--- src/rtl/subword_mem_ctrl_pkg.sv ---
`default_nettype none
// ============================================================================
// Module   : subword_mem_ctrl_pkg
// Purpose  : Shared encodings for the sub-word memory controller: access
//            sizes, response error codes, FSM states and the request check.
// Revision : 1.0 - initial release
// ============================================================================
package subword_mem_ctrl_pkg;

    localparam logic [1:0] SZ_BYTE    = 2'b00;
    localparam logic [1:0] SZ_HALF    = 2'b01;
    localparam logic [1:0] SZ_WORD    = 2'b10;
    localparam logic [1:0] SZ_ILLEGAL = 2'b11;

    localparam logic [1:0] ERR_OK       = 2'b00;
    localparam logic [1:0] ERR_MISALIGN = 2'b01;
    localparam logic [1:0] ERR_TIMEOUT  = 2'b10;
    localparam logic [1:0] ERR_SIZE     = 2'b11;

    typedef logic [1:0] state_t;
    localparam state_t ST_IDLE = 2'd0;
    localparam state_t ST_RD   = 2'd1;
    localparam state_t ST_WR   = 2'd2;
    localparam state_t ST_RESP = 2'd3;

    // Illegal size outranks misalignment; bytes can never be misaligned.
    function automatic logic [1:0] check_request(input logic [1:0] size,
                                                 input logic [1:0] addr_lo);
        logic [1:0] err;
        err = ERR_OK;
        if (size == SZ_ILLEGAL)
            err = ERR_SIZE;
        else if (size == SZ_HALF && addr_lo[0])
            err = ERR_MISALIGN;
        else if (size == SZ_WORD && addr_lo != 2'b00)
            err = ERR_MISALIGN;
        return err;
    endfunction

endpackage
`default_nettype wire

--- src/rtl/subword_mem_ctrl_if.sv ---
`default_nettype none
// ============================================================================
// Module   : subword_mem_ctrl_if / subword_mem_bus_if
// Purpose  : Execute-stage request/response bus and word-addressed memory bus.
//            mem_be exists only when SUBWORD_MEM_BE_EN is defined.
// Revision : 1.0 - initial release
// ============================================================================
interface subword_mem_ctrl_if #(
    parameter int ADDR_W = 32
);
    logic              req_valid;
    logic              req_ready;
    logic              req_store;
    logic [1:0]        req_size;
    logic              req_unsigned;
    logic [ADDR_W-1:0] req_addr;
    logic [31:0]       req_wdata;
    logic              resp_valid;
    logic [31:0]       resp_rdata;
    logic [1:0]        resp_err;

    modport master (
        output req_valid, req_store, req_size, req_unsigned, req_addr, req_wdata,
        input  req_ready, resp_valid, resp_rdata, resp_err
    );

    modport slave (
        input  req_valid, req_store, req_size, req_unsigned, req_addr, req_wdata,
        output req_ready, resp_valid, resp_rdata, resp_err
    );
endinterface

interface subword_mem_bus_if #(
    parameter int ADDR_W = 32
);
    logic              mem_req;
    logic              mem_we;
    logic [ADDR_W-1:0] mem_addr;
    logic [31:0]       mem_wdata;
    logic [31:0]       mem_rdata;
    logic              mem_ack;
`ifdef SUBWORD_MEM_BE_EN
    logic [3:0]        mem_be;
`endif

    modport master (
`ifdef SUBWORD_MEM_BE_EN
        output mem_be,
`endif
        output mem_req, mem_we, mem_addr, mem_wdata,
        input  mem_rdata, mem_ack
    );

    modport slave (
`ifdef SUBWORD_MEM_BE_EN
        input  mem_be,
`endif
        input  mem_req, mem_we, mem_addr, mem_wdata,
        output mem_rdata, mem_ack
    );
endinterface
`default_nettype wire

--- src/rtl/subword_lane_unit.sv ---
`default_nettype none
// ============================================================================
// Module   : subword_lane_unit
// Purpose  : Combinational lane logic: load extraction with sign/zero
//            extension, store lane enables, and either the RMW merge or the
//            replicated store data (SUBWORD_MEM_BE_EN).
// Revision : 1.0 - initial release
// ============================================================================
module subword_lane_unit
    import subword_mem_ctrl_pkg::*;
(
    input  wire logic [1:0]  size,
    input  wire logic [1:0]  lane,
    input  wire logic        is_unsigned,
    input  wire logic [31:0] rdata,
    input  wire logic [31:0] wdata,
    output logic [31:0]      load_data,
`ifdef SUBWORD_MEM_BE_EN
    output logic [31:0]      wdata_repl,
    output logic [3:0]       lane_be
`else
    output logic [31:0]      merge_data
`endif
);

    logic [7:0]  w_byte;
    logic [15:0] w_half;
    logic [31:0] w_repl;
    logic [3:0]  w_be;
    logic [31:0] w_merge;

    always_comb begin
        w_byte = 8'(rdata >> {lane, 3'b000});
        w_half = lane[1] ? rdata[31:16] : rdata[15:0];
        case (size)
            SZ_BYTE: load_data = {{24{~is_unsigned & w_byte[7]}}, w_byte};
            SZ_HALF: load_data = {{16{~is_unsigned & w_half[15]}}, w_half};
            default: load_data = rdata;
        endcase
    end

    always_comb begin
        case (size)
            SZ_BYTE: begin
                w_repl = {4{wdata[7:0]}};
                w_be   = 4'b0001 << lane;
            end
            SZ_HALF: begin
                w_repl = {2{wdata[15:0]}};
                w_be   = lane[1] ? 4'b1100 : 4'b0011;
            end
            default: begin
                w_repl = wdata;
                w_be   = 4'b1111;
            end
        endcase
    end

    // Replicated data under the lane mask is exactly the store lanes in place.
    always_comb begin
        w_merge = rdata;
        for (int i = 0; i < 4; i++) begin
            if (w_be[i])
                w_merge[8*i +: 8] = w_repl[8*i +: 8];
        end
    end

`ifdef SUBWORD_MEM_BE_EN
    assign wdata_repl = w_repl;
    assign lane_be    = w_be;
`else
    assign merge_data = w_merge;
`endif

endmodule
`default_nettype wire

--- src/rtl/subword_mem_ctrl.sv ---
`default_nettype none
// ============================================================================
// Module   : subword_mem_ctrl
// Purpose  : Byte/half/word load-store sequencer for a word-addressed memory;
//            RMW sub-word stores, or byte-enabled writes with SUBWORD_MEM_BE_EN.
// Revision : 1.0 - initial release
// ============================================================================
module subword_mem_ctrl
    import subword_mem_ctrl_pkg::*;
#(
    parameter int ADDR_W         = 32,
    parameter int TIMEOUT_CYCLES = 255
) (
    input  wire logic         clk,
    input  wire logic         rst_n,
    subword_mem_ctrl_if.slave cpu,
    subword_mem_bus_if.master mem
);

    localparam int c_cnt_w = (TIMEOUT_CYCLES < 2) ? 1 : $clog2(TIMEOUT_CYCLES);
    localparam logic [c_cnt_w-1:0] c_cnt_last =
        c_cnt_w'((TIMEOUT_CYCLES > 0) ? TIMEOUT_CYCLES - 1 : 0);

    state_t              r_state;
    logic [1:0]          r_size;
    logic                r_unsigned;
    logic [ADDR_W-1:0]   r_addr;
    logic [31:0]         r_wdata;
    logic [31:0]         r_rdata;
    logic [1:0]          r_err;
    logic [c_cnt_w-1:0]  r_cnt;
`ifndef SUBWORD_MEM_BE_EN
    logic                r_store;
`endif

    logic        w_accept;
    logic [1:0]  w_req_err;
    logic        w_timeout;
    logic [31:0] w_load_data;
`ifdef SUBWORD_MEM_BE_EN
    logic [31:0] w_wdata_repl;
    logic [3:0]  w_lane_be;
`else
    logic [31:0] w_merge_data;
`endif

    assign w_accept  = cpu.req_valid && (r_state == ST_IDLE);
    assign w_req_err = check_request(cpu.req_size, cpu.req_addr[1:0]);
    // Fires on the last waiting cycle so mem_req is high exactly TIMEOUT_CYCLES cycles.
    assign w_timeout = (TIMEOUT_CYCLES != 0) && (r_cnt == c_cnt_last);

    subword_lane_unit u_lane (
        .size        (r_size),
        .lane        (r_addr[1:0]),
        .is_unsigned (r_unsigned),
        .rdata       (mem.mem_rdata),
        .wdata       (r_wdata),
        .load_data   (w_load_data),
`ifdef SUBWORD_MEM_BE_EN
        .wdata_repl  (w_wdata_repl),
        .lane_be     (w_lane_be)
`else
        .merge_data  (w_merge_data)
`endif
    );

    always_ff @(posedge clk or negedge rst_n) begin
        if (!rst_n) begin
            r_state    <= ST_IDLE;
            r_size     <= 2'b00;
            r_unsigned <= 1'b0;
            r_addr     <= '0;
            r_wdata    <= 32'h0;
            r_rdata    <= 32'h0;
            r_err      <= ERR_OK;
            r_cnt      <= '0;
`ifndef SUBWORD_MEM_BE_EN
            r_store    <= 1'b0;
`endif
        end else begin
            case (r_state)
                ST_IDLE: begin
                    if (w_accept) begin
                        r_size     <= cpu.req_size;
                        r_unsigned <= cpu.req_unsigned;
                        r_addr     <= cpu.req_addr;
                        r_wdata    <= cpu.req_wdata;
                        r_cnt      <= '0;
`ifndef SUBWORD_MEM_BE_EN
                        r_store    <= cpu.req_store;
`endif
                        if (w_req_err != ERR_OK) begin
                            r_err   <= w_req_err;
                            r_state <= ST_RESP;
                        end else if (!cpu.req_store)
                            r_state <= ST_RD;
`ifdef SUBWORD_MEM_BE_EN
                        else
                            r_state <= ST_WR;
`else
                        else if (cpu.req_size == SZ_WORD)
                            r_state <= ST_WR;
                        else
                            r_state <= ST_RD;
`endif
                    end
                end
                ST_RD: begin
                    if (mem.mem_ack) begin
                        r_cnt <= '0;
`ifndef SUBWORD_MEM_BE_EN
                        if (r_store) begin
                            r_wdata <= w_merge_data;
                            r_state <= ST_WR;
                        end else
`endif
                        begin
                            r_rdata <= w_load_data;
                            r_state <= ST_RESP;
                        end
                    end else if (w_timeout) begin
                        r_err   <= ERR_TIMEOUT;
                        r_state <= ST_RESP;
                    end else begin
                        r_cnt <= r_cnt + 1'b1;
                    end
                end
                ST_WR: begin
                    if (mem.mem_ack) begin
                        r_state <= ST_RESP;
                    end else if (w_timeout) begin
                        r_err   <= ERR_TIMEOUT;
                        r_state <= ST_RESP;
                    end else begin
                        r_cnt <= r_cnt + 1'b1;
                    end
                end
                ST_RESP: begin
                    r_rdata <= 32'h0;
                    r_err   <= ERR_OK;
                    r_state <= ST_IDLE;
                end
                default: r_state <= ST_IDLE;
            endcase
        end
    end

    assign cpu.req_ready  = (r_state == ST_IDLE);
    assign cpu.resp_valid = (r_state == ST_RESP);
    assign cpu.resp_rdata = r_rdata;
    assign cpu.resp_err   = r_err;

    assign mem.mem_req  = (r_state == ST_RD) || (r_state == ST_WR);
    assign mem.mem_we   = (r_state == ST_WR);
    assign mem.mem_addr = {r_addr[ADDR_W-1:2], 2'b00};
`ifdef SUBWORD_MEM_BE_EN
    assign mem.mem_wdata = (r_state == ST_WR) ? w_wdata_repl : 32'h0;
    assign mem.mem_be    = (r_state == ST_WR) ? w_lane_be : 4'b0000;
`else
    assign mem.mem_wdata = (r_state == ST_WR) ? r_wdata : 32'h0;
`endif

endmodule
`default_nettype wire

--- src/flat_wrapper.sv ---
// flat-port wrapper written by rule: the top's interface ports become plain ports
module subword_mem_ctrl_flat import subword_mem_ctrl_pkg::*;
#(
    parameter int ADDR_W         = 32,
    parameter int TIMEOUT_CYCLES = 255
)
  (clk, rst_n, cpu_req_valid, cpu_req_store, cpu_req_size, cpu_req_unsigned, cpu_req_addr, cpu_req_wdata, cpu_req_ready, cpu_resp_valid, cpu_resp_rdata, cpu_resp_err, mem_mem_req, mem_mem_we, mem_mem_addr, mem_mem_wdata, mem_mem_rdata, mem_mem_ack);
  subword_mem_ctrl_if #(.ADDR_W(ADDR_W)) cpu_i ();
  subword_mem_bus_if #(.ADDR_W(ADDR_W)) mem_i ();
  input  wire logic clk;
  input  wire logic rst_n;
  input wire logic [$bits(cpu_i.req_valid)-1:0] cpu_req_valid;
  input wire logic [$bits(cpu_i.req_store)-1:0] cpu_req_store;
  input wire logic [$bits(cpu_i.req_size)-1:0] cpu_req_size;
  input wire logic [$bits(cpu_i.req_unsigned)-1:0] cpu_req_unsigned;
  input wire logic [$bits(cpu_i.req_addr)-1:0] cpu_req_addr;
  input wire logic [$bits(cpu_i.req_wdata)-1:0] cpu_req_wdata;
  output wire logic [$bits(cpu_i.req_ready)-1:0] cpu_req_ready;
  output wire logic [$bits(cpu_i.resp_valid)-1:0] cpu_resp_valid;
  output wire logic [$bits(cpu_i.resp_rdata)-1:0] cpu_resp_rdata;
  output wire logic [$bits(cpu_i.resp_err)-1:0] cpu_resp_err;
  output wire logic [$bits(mem_i.mem_req)-1:0] mem_mem_req;
  output wire logic [$bits(mem_i.mem_we)-1:0] mem_mem_we;
  output wire logic [$bits(mem_i.mem_addr)-1:0] mem_mem_addr;
  output wire logic [$bits(mem_i.mem_wdata)-1:0] mem_mem_wdata;
  input wire logic [$bits(mem_i.mem_rdata)-1:0] mem_mem_rdata;
  input wire logic [$bits(mem_i.mem_ack)-1:0] mem_mem_ack;
  assign cpu_i.req_valid = cpu_req_valid;
  assign cpu_i.req_store = cpu_req_store;
  assign cpu_i.req_size = cpu_req_size;
  assign cpu_i.req_unsigned = cpu_req_unsigned;
  assign cpu_i.req_addr = cpu_req_addr;
  assign cpu_i.req_wdata = cpu_req_wdata;
  assign cpu_req_ready = cpu_i.req_ready;
  assign cpu_resp_valid = cpu_i.resp_valid;
  assign cpu_resp_rdata = cpu_i.resp_rdata;
  assign cpu_resp_err = cpu_i.resp_err;
  assign mem_mem_req = mem_i.mem_req;
  assign mem_mem_we = mem_i.mem_we;
  assign mem_mem_addr = mem_i.mem_addr;
  assign mem_mem_wdata = mem_i.mem_wdata;
  assign mem_i.mem_rdata = mem_mem_rdata;
  assign mem_i.mem_ack = mem_mem_ack;
  subword_mem_ctrl #(.ADDR_W(ADDR_W), .TIMEOUT_CYCLES(TIMEOUT_CYCLES)) u_core (.clk(clk), .rst_n(rst_n), .cpu(cpu_i), .mem(mem_i));
endmodule
--- config.mk ---
export PLATFORM = sky130hd
export DESIGN_NAME = subword_mem_ctrl_flat
export DESIGN_NICKNAME = d
export VERILOG_FILES = /design/src/rtl/subword_mem_ctrl_pkg.sv /design/src/rtl/subword_mem_ctrl_if.sv /design/src/rtl/subword_lane_unit.sv /design/src/rtl/subword_mem_ctrl.sv /design/src/flat_wrapper.sv
export SDC_FILE = /design/constraint.sdc
export NUM_CORES = 1
export LEC_CHECK = 0
export CORE_UTILIZATION = 43
export DETAILED_ROUTE_END_ITERATION = 6
export PLACE_DENSITY = 0.78
export SETUP_SLACK_MARGIN = 0.15
export SLEW_MARGIN = 20
export SYNTH_ARGS = -nofsm -noshare
export SYNTH_HDL_FRONTEND = slang
export SYNTH_SLANG_ARGS = --single-unit
--- constraint.sdc ---
create_clock -name clk -period 1.9 [get_ports clk]
set_clock_uncertainty 0.1 [all_clocks]
set_input_delay 0.19 -clock clk [delete_from_list [all_inputs] [get_ports clk]]
set_output_delay 0.19 -clock clk [all_outputs]
set_load 0.01 [all_outputs]
==> impl_metrics.toml, run 1 <==
[timing]
final.setup.worst_slack_ns = -0.0274
tightest_slew_ns = 0.496
fmaxAchievable_ghz = 0.519
setup_violations = 9
slew_headroom_pct = 66.8
tns_ns = -0.0900
rsz0062_at_grt = "true"
period_share_pct = 101
finalHoldViolCount = 0
post-route-min-period_ns = 1.93
final-max-slew-violation-count = 0

[place]
dp_hpwl_um = 14900
gp_congestion = 0.886
port_buffers = 203
dpl-instance-area_mm2 = 0.00879

[drt]
postRouteAntennaNets = 0
avgRoutedWirePerCell_um = 20.2
viasPerCell = 5.68
drtIter0Drc = 415
via_count = 5820
drtPass1Iterations = 5
post-route-drc-count = 0
wl_um = 20700

[logic_synthesis]
post-synth-top-area-cell = "dfrtp_1"
synth_cell_types = 60
syn_avg_cell_area_um2 = 10.7
synth_edf_count = 0
async_flop_share_pct = 100
synth_common_cells = "dfrtp_1 (112), mux2_2 (54), mux2i_1 (43)"
synthCells = 606
synth.most_common_cell = "dfrtp_1"
ys_top_cells_by_area = "dfrtp_1 (43%), mux2_2 (9.4%), mux2i_1 (6.7%)"
ys.flop_type = "dfrtp_1"
ys_warn_count = 0
synth_area_mm2 = 0.00646
ys_seq_area_share_pct = 43.4
synthDominantCellAreaShare_pct = 43.4
synth-seq-cells = 112

[layout]
register_area_mm2 = 0.00281
drive_gt1_share_pct = 31.2
multiInputGateArea_mm2 = 0.00335
syn_to_final_growth_pct = 48.2
num_antenna_cells = 0
nFillCells = 1068
fin_nets = 946
finish.instance_area_mm2 = 0.00957

[grt]
grt_usage_pct = 26.3
grt_pass1_wl_um = 32200
grt_max_degree = 40
first_global_vias = 5929
grt.overflow.total = 0
antenna_found_initial = 0

[cts]
htreeDepth = 3
cts_made_buffers = 9
path_clk_slew_ns = 0.08
cts_sinks = 112
root_buffer = "clkbuf_16"
cts_tree = "yes"
insertion_delay_ns = 0.35
clockBufferDepth = 2

[setup_path]
critPathMaxFanout = 6
cp.required_ns = 1.61
worstPathArrival_ns = 1.64
cp-end-kind = "primary output"
path_class = "reg2out"
startpoint_type = "flip-flop"

[floorplanning]
die-area_mm2 = 0.0155
core.rowCount = 44
start_util_pct = 44.3
core_area_mm2 = 0.0146
fp.dieH_um = 125
die_x_um = 125
io_pins = 206

[status]
status = "finished, violations left"
failed_checks = "negative setup slack"

[power_and_ir_drop]
power_density_mw_per_mm2 = 1710
p_leak_uw = 0.00409
peakVddDrop_v = 0.000918
p_total_uw = 16300

[job]
max_cap_viol_count = 0

[min_path]
min_path_type = "in2async"
## report_power, final
group          switching [uW]  leakage [uW]  internal, uW  total (uW)
Clock                     907      0.000134           940        1850
Combinational            4570       0.00255          5540       10100
Sequential                903       0.00141          3490        4390
## worst paths after layout
kind,startpoint,end,slack [ns],cells past startpoint
max,u_core.r_state[1],mem_mem_wdata[31],-0.03,6
min,rst_n,u_core.cpu.resp_rdata[25],0.20,2
max reg2reg,u_core.r_state[0],u_core.r_wdata[4],-0.02,8
min reg2reg,u_core.r_wdata[30],u_core.r_wdata[30],0.40,2
max in group asynchronous,rst_n,u_core.r_size[0],0.87,3
min in group clk,cpu_req_addr[5],u_core.r_addr[5],0.35,2
## placed cells by master, fill, tap and decap left out, types with 4 or more instances in the layout
cell type          n
nor2_2             7
inv_1              7
mux2i_1           41
a21oi_1           33
a311o_1            8
and2_1            25
a32o_1            14
nor2_1            17
a221o_1           16
nor2b_1           12
o21ai_1           20
ha_1               4
clkbuf_16         11
dfrtp_1          107
nor3_1             8
nand2_1            7
a21oi_2            8
mux2_2            54
nand2b_1          10
and2_4            18
buf_4             65
buf_2             17
buf_12             8
clkdlybuf4s50_1  166
buf_6             31
dfrtp_2            5
nand3_1            8
o21ai_0           21
nor3b_1           16
## cell type report
| cell class | count | area share, % |
|---|---|---|
| inverter | 10 | 0.445 |
| clock buffer | 11 | 2.54 |
| clock inverter | 5 | 0.419 |
| timing repair buffer | 294 | 29.8 |
| multi-input combinational | 408 | 35.0 |
| tap | 184 | 2.41 |
| sequential | 112 | 29.4 |
## logic make-up (layout without fill, tap and decap cells)
family / after synthesis / count (layout) / share of synthesized area (%)
simple gates: 144 / 144 / 13.0
flops: 112 / 112 / 43.4
compound gates: 158 / 158 / 17.8
fa+ha+maj: 7 / 7 / 1.36
mux: 97 / 97 / 16.1
other cells: 1 / 2 / 0.0581
buf+inv: 87 / 320 / 8.26
## stage by stage
step	hold WS, ns	std cells	setup slack, ns	utilization [%]
finish	0.202	1024	-0.0274	65.6
global route	0.229	1024	-0.101	65.6
CTS	0.210	1013	-0.00377	63.1
detailed placement	0.0325	976	-0.0690	60.2
global placement	0.0268	976	-0.0521	60.2
floorplan	-0.206	607	-0.0586	-
## metal layers
metal / track usage, % / share of wire (%) / up-vias
met2: 43.5 / 48 / 286
met4: 11.1 / 3.7 / 0
li1: - / - / 2637
met1: 32.5 / 40 / 2846
met5: 0 / 0 / -
met3: 6.66 / 7.6 / 51
## worst max-delay path, cell delays in order (launching register included)
cell and delay (ns):
dfrtp_2 0.45, buf_6 0.13, ha_4 0.18, buf_8 0.14
buf_4 0.13, and2_1 0.12, buf_2 0.13
## state kept, by name, summed over array words and instances (netlist names)
name,count
u_core.cpu.resp_rdata,32
u_core.r_addr,32
u_core.r_wdata,32
u_core.r_cnt,8
u_core.cpu.resp_err,2
u_core.r_size,2
u_core.r_state,2
u_core.r_store,1
u_core.r_unsigned,1
## timing repair
| item | CTS | global route |
|---|---|---|
| pin swaps | 9 | 12 |
| endpoints found under the setup margin | 109 | 110 |
| endpoints found under the hold margin | 41 | 0 |
| buffers inserted | 18 | 9 |
| gates cloned | 2 | 2 |
| resized for setup | 200 | 58 |
| hold buffers | 1 | 0 |
Note: power is estimated with default switching activity, not from simulation.
==> inputs of run 2 (changes only) <==
Settings changed: CTS_CLUSTER_SIZE from default to 8.
==> results of run 2 <==
Same layout as run 1: the final DEF is identical, and so are final timing and power.
